**src/rtl/ifetch_unit.sv**
```systemverilog
// Instruction fetch unit: owns the PC, fetches words over a req/ack memory port
// and hands them to the consumer over valid/ready. Optional counters: IFETCH_STATS_EN.
module ifetch_unit #(
    parameter int                ADDR_W   = 16,
    parameter logic [ADDR_W-1:0] RESET_PC = {ADDR_W{1'b0}}
) (
    input  logic              clk,
    input  logic              rst_f,
    input  logic              br_taken,
    input  logic [ADDR_W-1:0] br_addr,
    input  logic              ir_rdy,
    output logic [31:0]       ir,
    output logic              ir_vld,
    output logic [ADDR_W-1:0] ir_pc,
    output logic              im_req,
    output logic [ADDR_W-1:0] im_addr,
    input  logic              im_ack,
`ifdef IFETCH_STATS_EN
    input  logic [31:0]       im_data,
    output logic [31:0]       fetch_cnt,
    output logic [15:0]       flush_cnt
`else
    input  logic [31:0]       im_data
`endif
);

    typedef enum logic [1:0] {
        S_IDLE  = 2'd0,
        S_FETCH = 2'd1,
        S_DRAIN = 2'd2,
        S_VALID = 2'd3
    } state_t;

    state_t            state_q, state_d;
    logic [ADDR_W-1:0] pc_q, pc_d;
    logic [ADDR_W-1:0] fa_q, fa_d;
    logic [31:0]       ir_q, ir_d;
    logic [ADDR_W-1:0] ir_pc_q, ir_pc_d;
    logic              ir_vld_q, ir_vld_d;
    logic              im_req_q, im_req_d;
    logic              fetch_inc_s;
    logic              flush_inc_s;

    // Next-state and datapath updates; branch redirect outranks the memory ack.
    always_comb begin
        state_d     = state_q;
        pc_d        = pc_q;
        fa_d        = fa_q;
        ir_d        = ir_q;
        ir_pc_d     = ir_pc_q;
        ir_vld_d    = ir_vld_q;
        im_req_d    = im_req_q;
        fetch_inc_s = 1'b0;
        flush_inc_s = 1'b0;
        case (state_q)
            S_IDLE: begin
                state_d  = S_FETCH;
                im_req_d = 1'b1;
                fa_d     = pc_q;
            end
            S_FETCH: begin
                if (br_taken) begin
                    pc_d = br_addr;
                    if (im_ack) begin
                        // Ack closes the old transaction, so re-aim the request at once.
                        fa_d        = br_addr;
                        flush_inc_s = 1'b1;
                    end else begin
                        state_d = S_DRAIN;
                    end
                end else if (im_ack) begin
                    ir_d     = im_data;
                    ir_pc_d  = fa_q;
                    ir_vld_d = 1'b1;
                    pc_d     = fa_q + {{(ADDR_W-1){1'b0}}, 1'b1};
                    im_req_d = 1'b0;
                    state_d  = S_VALID;
                end else begin
                    state_d = S_FETCH;
                end
            end
            S_DRAIN: begin
                if (im_ack) begin
                    flush_inc_s = 1'b1;
                    state_d     = S_FETCH;
                    if (br_taken) begin
                        pc_d = br_addr;
                        fa_d = br_addr;
                    end else begin
                        fa_d = pc_q;
                    end
                end else if (br_taken) begin
                    pc_d = br_addr;
                end else begin
                    state_d = S_DRAIN;
                end
            end
            S_VALID: begin
                if (br_taken) begin
                    ir_vld_d = 1'b0;
                    pc_d     = br_addr;
                    fa_d     = br_addr;
                    im_req_d = 1'b1;
                    state_d  = S_FETCH;
                end else if (ir_rdy) begin
                    ir_vld_d    = 1'b0;
                    fa_d        = pc_q;
                    im_req_d    = 1'b1;
                    fetch_inc_s = 1'b1;
                    state_d     = S_FETCH;
                end else begin
                    state_d = S_VALID;
                end
            end
            default: begin
                state_d  = S_IDLE;
                ir_vld_d = 1'b0;
                im_req_d = 1'b0;
            end
        endcase
    end

    // State and output registers with synchronous reset.
    always_ff @(posedge clk) begin
        if (rst_f) begin
            state_q  <= S_IDLE;
            pc_q     <= RESET_PC;
            fa_q     <= {ADDR_W{1'b0}};
            ir_q     <= 32'h0000_0000;
            ir_pc_q  <= {ADDR_W{1'b0}};
            ir_vld_q <= 1'b0;
            im_req_q <= 1'b0;
        end else begin
            state_q  <= state_d;
            pc_q     <= pc_d;
            fa_q     <= fa_d;
            ir_q     <= ir_d;
            ir_pc_q  <= ir_pc_d;
            ir_vld_q <= ir_vld_d;
            im_req_q <= im_req_d;
        end
    end

    assign ir      = ir_q;
    assign ir_vld  = ir_vld_q;
    assign ir_pc   = ir_pc_q;
    assign im_req  = im_req_q;
    assign im_addr = fa_q;

`ifdef IFETCH_STATS_EN
    logic [31:0] fetch_cnt_q, fetch_cnt_d;
    logic [15:0] flush_cnt_q, flush_cnt_d;

    // Saturating event counters.
    always_comb begin
        fetch_cnt_d = fetch_cnt_q;
        flush_cnt_d = flush_cnt_q;
        if (fetch_inc_s && (fetch_cnt_q != {32{1'b1}})) begin
            fetch_cnt_d = fetch_cnt_q + 32'd1;
        end else begin
            fetch_cnt_d = fetch_cnt_q;
        end
        if (flush_inc_s && (flush_cnt_q != {16{1'b1}})) begin
            flush_cnt_d = flush_cnt_q + 16'd1;
        end else begin
            flush_cnt_d = flush_cnt_q;
        end
    end

    // Counter registers.
    always_ff @(posedge clk) begin
        if (rst_f) begin
            fetch_cnt_q <= 32'd0;
            flush_cnt_q <= 16'd0;
        end else begin
            fetch_cnt_q <= fetch_cnt_d;
            flush_cnt_q <= flush_cnt_d;
        end
    end

    assign fetch_cnt = fetch_cnt_q;
    assign flush_cnt = flush_cnt_q;
`endif

endmodule

```
**config.mk**
```make
export PLATFORM = sky130hd
export DESIGN_NAME = ifetch_unit
export DESIGN_NICKNAME = d
export VERILOG_FILES = /design/src/rtl/ifetch_unit.sv
export SDC_FILE = /design/constraint.sdc
export NUM_CORES = 1
export LEC_CHECK = 0
export CAP_MARGIN = 20
export CORE_AREA = 2 2 106 128
export DETAILED_ROUTE_END_ITERATION = 10
export DIE_AREA = 0 0 108 130
export GPL_TIMING_DRIVEN = 0
export PLACE_DENSITY_LB_ADDON = 0.12
export SLEW_MARGIN = 0
export SYNTH_ARGS = -nofsm -noshare
export SYNTH_HDL_FRONTEND = slang
export SYNTH_SLANG_ARGS = --single-unit
export TNS_END_PERCENT = 50
```
**constraint.sdc**
```tcl
create_clock -name clk -period 2.7 [get_ports clk]
set_input_delay 0.27 -clock clk [delete_from_list [all_inputs] [get_ports clk]]
set_output_delay 0.27 -clock clk [all_outputs]
set_load 0.01 [all_outputs]
```
# After elaboration in Yosys (flattened, before gate mapping)
# Cells that the tools add are included.
[word_totals]
reg_bits = 84
latch_bits = 0
mem_bits_rw = 0
romBits = 0
in_bits = 53
out_inout_bits = 66
word_cells = 59
n_memories = 0
[classes]
addsub = 1
multipliers = 0
n_div = 0
n_lt_le_gt_ge = 0
eq_ne = 11
shifts = 0
mux = 28
n_bitwise = 1
n_reduce_logical = 11
[op_table]
columns = ["cell", "count"]
rows = [
  ["$mux W16", 8],
  ["$pmux W16 S4", 1],
  ["$pmux W16 S2", 1],
  ["$add A16 B1 Y16 const B", 1],
  ["$mux W2", 7],
  ["$ne A3 B3 Y1 const B", 4],
  ["$reduce_and A4 Y1", 3],
  ["$mux W1", 8],
  ["$ne A2 B2 Y1 const B", 4],
  ["$pmux W2 S4", 1],
  ["$eq A2 B2 Y1 const B", 2],
  ["$reduce_and A2 Y1", 2],
  ["$reduce_bool A2 Y1", 2],
  ["$pmux W1 S3", 1],
  ["$reduce_and A3 Y1", 1],
  ["$reduce_bool A3 Y1", 1],
  ["$eq A2 B1 Y1 const B", 1],
  ["$logic_not A2 Y1", 1],
  ["$pmux W1 S2", 1],
  ["$reduce_or A2 Y1", 1],
  ["$not A1 Y1", 1],
]

# Logic depth before layout (Yosys ltp)
[logic_depth]
depth_word = 4
depth_mapped = 9
depth_no_buf = 6

# Least setup slack after synthesis
# OpenSTA, ideal clock, no wires.
[synth_path]
kind = "register to register"
startpoint = "reg fa_q[0], in the netlist im_addr[0]"
endpoint = "reg pc_q[14]"
setup_time_ns = 0.074
arrival_time_ns = 1.883
required_time_ns = 2.626
setup_slack_ns = 0.743
stages_incl_launch_ff = 6
n_path_buf = 0
cell_sequence = "dfxtp_1 ha_1 nand3_2 or4_1 or4_1 a31oi_1"
[synth_via]
elab_chain_cells = 4
[synth_lines]
columns = ["item", "line", "rtl"]
rows = [
  ["from (decl)", "36", "logic [ADDR_W-1:0] fa_q, fa_d;"],
  ["from (signal assigned)", "128", "fa_q <= {ADDR_W{1'b0}};"],
  ["$add A16 B1 Y16", "75", "pc_d = fa_q + {{(ADDR_W-1){1'b0}}, 1'b1};"],
  ["$mux W16", "71", "end else if (im_ack) begin"],
  ["$mux W16", "62", "if (br_taken) begin"],
  ["$pmux W16 S2", "55", "case (state_q)"],
  ["to (signal assigned)", "135", "pc_q <= pc_d;"],
  ["to (decl)", "35", "logic [ADDR_W-1:0] pc_q, pc_d;"],
]
# Every way passes these cells. The select of a mux whose other input is x is not followed.
# A chain may end at the register's enable or synchronous reset.

# Worst setup path after layout
[layout_path]
startpoint = "reg state_q[0]"
endpoint = "reg fa_q[13], in the netlist im_addr[13]"
[layout_via]
elab_chain_cells = 3
elab_cells_between_ends = 10
[layout_lines]
columns = ["item", "line", "rtl"]
rows = [
  ["from (decl)", "34", "state_t state_q, state_d;"],
  ["from (signal assigned)", "134", "state_q <= state_d;"],
  ["$eq A2 B2 Y1 / $eq A2 B1 Y1 (equally long branches)", "55", ""],
  ["$ne A3 B3 Y1 (no line) / $ne A2 B2 Y1 (equally long branches)", "-", ""],
  ["$reduce_and A4 Y1 (no line)", "-", ""],
]
# Several ways; a longest one is shown, not always the timed one.

==> impl_summary.md <==
Run status
The run finished with clean final reports.

Route
The count of routing violations after the opening detailed-route iteration is 194. The pre-antenna-repair detailed-routing pass consisted of 6 iterations. The number of remaining DRC errors is 0. The average vias per placed instance is 4.82.

After detailed routing, the total wire length is about 12 mm. The count of vias placed by the detailed router is around 3800. In the final routed layout, each cell accounts on average for approximately 15 um.

The count of nets left with antenna violations once routing finished came out at 0.

Global routing
The first global-routing pass estimated ~19 mm of wire. In the global route stage, overall resource usage came out at 0.173. The total grt overflow is 0. The number of antenna violations at the first check in global routing is 0. Entering global routing, the biggest net connects 14 pins. The number of global-route vias before repair is 3481.

Power
The switching part of the total power is 0.290. Of the total power, the clock network draws 0.372. The analysis attributes to net switching a power of 0.00107 W. The leakage power of the design is approximately 1.8 nW. In this run the power density over the cells is roughly 670 nW/um2. Across the VDD grid, the largest voltage drop is roughly 0.00035 V.

The share of total power dissipated in sequential elements is 0.404. The internal power of the cells totals around 0.0026 W. The combinational group share of total power is 0.224.

STA
At the pin with the least slew margin, the transition time is 0.907 ns. The number of failing hold endpoints at the final stage is 0. The worst max-slew margin expressed relative to the limit is 0.393.

The clock tree skew after final layout is around 0.0049 ns. Once routing completed, OpenROAD measured the worst setup slack at 0.233 ns. The share of the cycle needed by the critical path after routing is 0.914. The final number of max-transition violations came to 0. The final setup violation count is 0. Setup repair after global routing left no endpoint under its margin. The highest clock rate is a little over 0.4 GHz.

The setup TNS after final layout is 0 ns. After layout, the minimum clock period comes to ~2.5 ns.

Logic synthesis
Counting flops and latches in the post-synthesis netlist gives 84. The sequential element share of the synthesized area is 0.446. The mapped cell area is ~3800 um2. In the synthesized netlist, the cells that appear most often are 138 x nand2_1, 84 x dfxtp_1, 75 x a21oi_1.

Among all flip-flop cells after synthesis, the most frequent one is dfxtp_1. The cell count after synthesis came out at ~480. The number of enable flip-flop cells after synthesis is 0. Yosys instantiated no cell more often than nand2_1. Yosys attributes the largest share of cell area to dfxtp_1 45%, nand2_1 14%, a21oi_1 10%, a311oi_1 3.7%, clkbuf_1 2.8%. dfxtp_1 takes more of the synthesized area than any other cell.

Synthesis produced a netlist with a net count of between 500 and 600. Each instance of the synthesized netlist takes up on average 7.88 um2. For this run, the number of Yosys warnings is 0. The synthesized netlist contains around 50 unique library cells. The share of synthesized area in the top cell type comes to 0.446. Of all flip-flops after synthesis, the portion carrying an async set or reset was 0.

Worst hold path
The tightest min-delay check is of the in2reg type.

Placement
Routability-driven placement finished with a final weighted congestion of between 0.8 and 0.9. Prior to clock tree synthesis, the placed netlist has a worst setup slack of roughly 0.18 ns. Summing all placed instances gives a cell area of 5150 um2. Detailed placement ended at an HPWL of around 8.9 mm. The count of input and output buffers is 117. The number of placed cells counting well taps is between 700 and 800.

Final layout
Measured on the finished design, the core utilization comes to 0.423. Fill cells in the final layout number around 1300. Summing all non-filler instances in the final layout gives an area of 5480 um2. The final instance count without filler cells is approximately 800. The multi-input logic area is between 1500 and 2000 um2.

The net count of the finished layout is 664. The number of antenna cells inserted is 0. Across the whole layout, storage elements account for about 1700 um2. The growth of design area from synthesis to finish is 45.5%. The proportion of layout cells with a drive suffix above 1 is 0.0556.

Floorplan
The starting density of the core is 0.291. The floorplan step set the die height to ~130 um. The area of the die is between 10000 and 15000 um2.

The I/O pin total is around 120. The die is approximately 110 um wide. The number of standard-cell rows in the floorplan is 46. After floorplanning, the core was sized to cover 12900 um2.

Critical path
The critical path in this run is classified as reg2reg. At the worst endpoint, the required time is 2.90 ns. In this run the worst path has a maximum fanout of 10. The data arrival time of the worst path is around 2.7 ns. The kind of capture point of the worst setup path is a register. The worst setup path is launched from a register.

Clock network
Once the clock tree was built, the setup fixing pass inserted 0 buffers. The post-cts hold buffer count is 0. The H-tree was split into 3 levels. Clock latency on the worst-skew pair, taken at its later pin, is approximately 0.34 ns. The clock net in this run drives a total of 84 sinks. The maximum count of clock buffers along a single path is 2. Clock-pin slew was measured on the worst setup and hold paths at ~0.060 ns. The tree is rooted in a clkbuf_16. The TritonCTS clock tree is yes. In this run, CTS created clock tree buffers numbering 9. In this run, post-CTS repair resized a total of 0 instances.

Job
The max-cap violation count is 0.
==> per-stage QoR <==
step / hold WS [ns] / power [W]
after floorplan: 0.389 / 0.00194
after global placement: 0.443 / 0.00233
after detailed placement: 0.448 / 0.00234
after CTS: 0.456 / 0.00371
after global routing: 0.474 / 0.00388
final: 0.435 / 0.00368
==> final timing paths <==
kind / from / endpoint / slack (ns) / cells after the start
max: state_q[0]$_SDFFE_PP0P_ / im_addr[13]$_SDFFE_PP0P_ / 0.23 / 8
min: rst_f / im_addr[0]$_SDFFE_PP0P_ / 0.43 / 2
max reg2reg: state_q[0]$_SDFFE_PP0P_ / im_addr[13]$_SDFFE_PP0P_ / 0.23 / 8
min reg2reg: ir[8]$_SDFFE_PP0P_ / ir[8]$_SDFFE_PP0P_ / 0.45 / 2
==> power groups by stage <==
stage | Clock, W | Sequential, W | Combinational, W
detailed placement | 0 | 0.00151 | 0.000824
floorplan | 0 | 0.00152 | 0.000422
global placement | 0 | 0.00151 | 0.000818
CTS | 0.00140 | 0.00149 | 0.000829
global route | 0.00146 | 0.00151 | 0.000909
finish | 0.00137 | 0.00149 | 0.000824
==> worst max-delay path, stage by stage, from the launching register on <==
cell and delay (ns):
dfxtp_1 0.34, ha_1 0.19, buf_2 0.17, nor2b_1 0.17, o21bai_1 0.52, and2_1 0.21, clkbuf_1 0.28, buf_2 0.32
a311oi_1 0.12
==> cell families after synthesis <==
logic type	after synthesis	share of synthesized area
compound gates	135	0.222
fa+ha+maj	5	0.0166
buf+inv	44	0.0461
mux	8	0.0229
flops	84	0.446
xor+xnor	11	0.0256
simple gates	191	0.221
==> area by class of cell <==
cell class	count	area share
Clock inverter	3	0.0125
Buffer	36	0.0265
Timing Repair Buffer	117	0.214
Inverter	8	0.00548
Clock buffer	13	0.0475
Multi-Input combinational cell	350	0.350
Sequential cell	84	0.307
Tap cell	168	0.0383
==> per-layer routing <==
metal / GRT usage / vias to the layer above / part of all wire
li1: - / 1921 / -
met5: 0 / - / 0
met1: 0.222 / 1731 / 0.44
met2: 0.292 / 93 / 0.49
met3: 0.0380 / 10 / 0.056
met4: 0.0513 / 0 / 0.012
==> sequential cells by signal, summed over array words and instances, names as in the netlist <==
| name | flops |
|---|---|
| ir_vld | 1 |
| im_req | 1 |
| ir_pc | 16 |
| im_addr | 16 |
| state_q | 2 |
| ir | 32 |
| pc_q | 16 |
==> layout by cell type, fill, tap and decap left out, types with 6 or more instances in the layout <==
cell type        netlist  layout
nand2_1              138     138
clkdlybuf4s50_1        0     117
dfxtp_1               84      84
a21oi_1               75      75
clkbuf_1              28      29
a311oi_1              16      16
nor2_1                15      15
o21ai_0               12      12
xnor2_1               10      10
clkbuf_16              0       9
inv_1                  7       7
buf_2                  7       7
nand3_1                7       7
nor3_1                 6       6
Power figures use the tool's default switching activity.
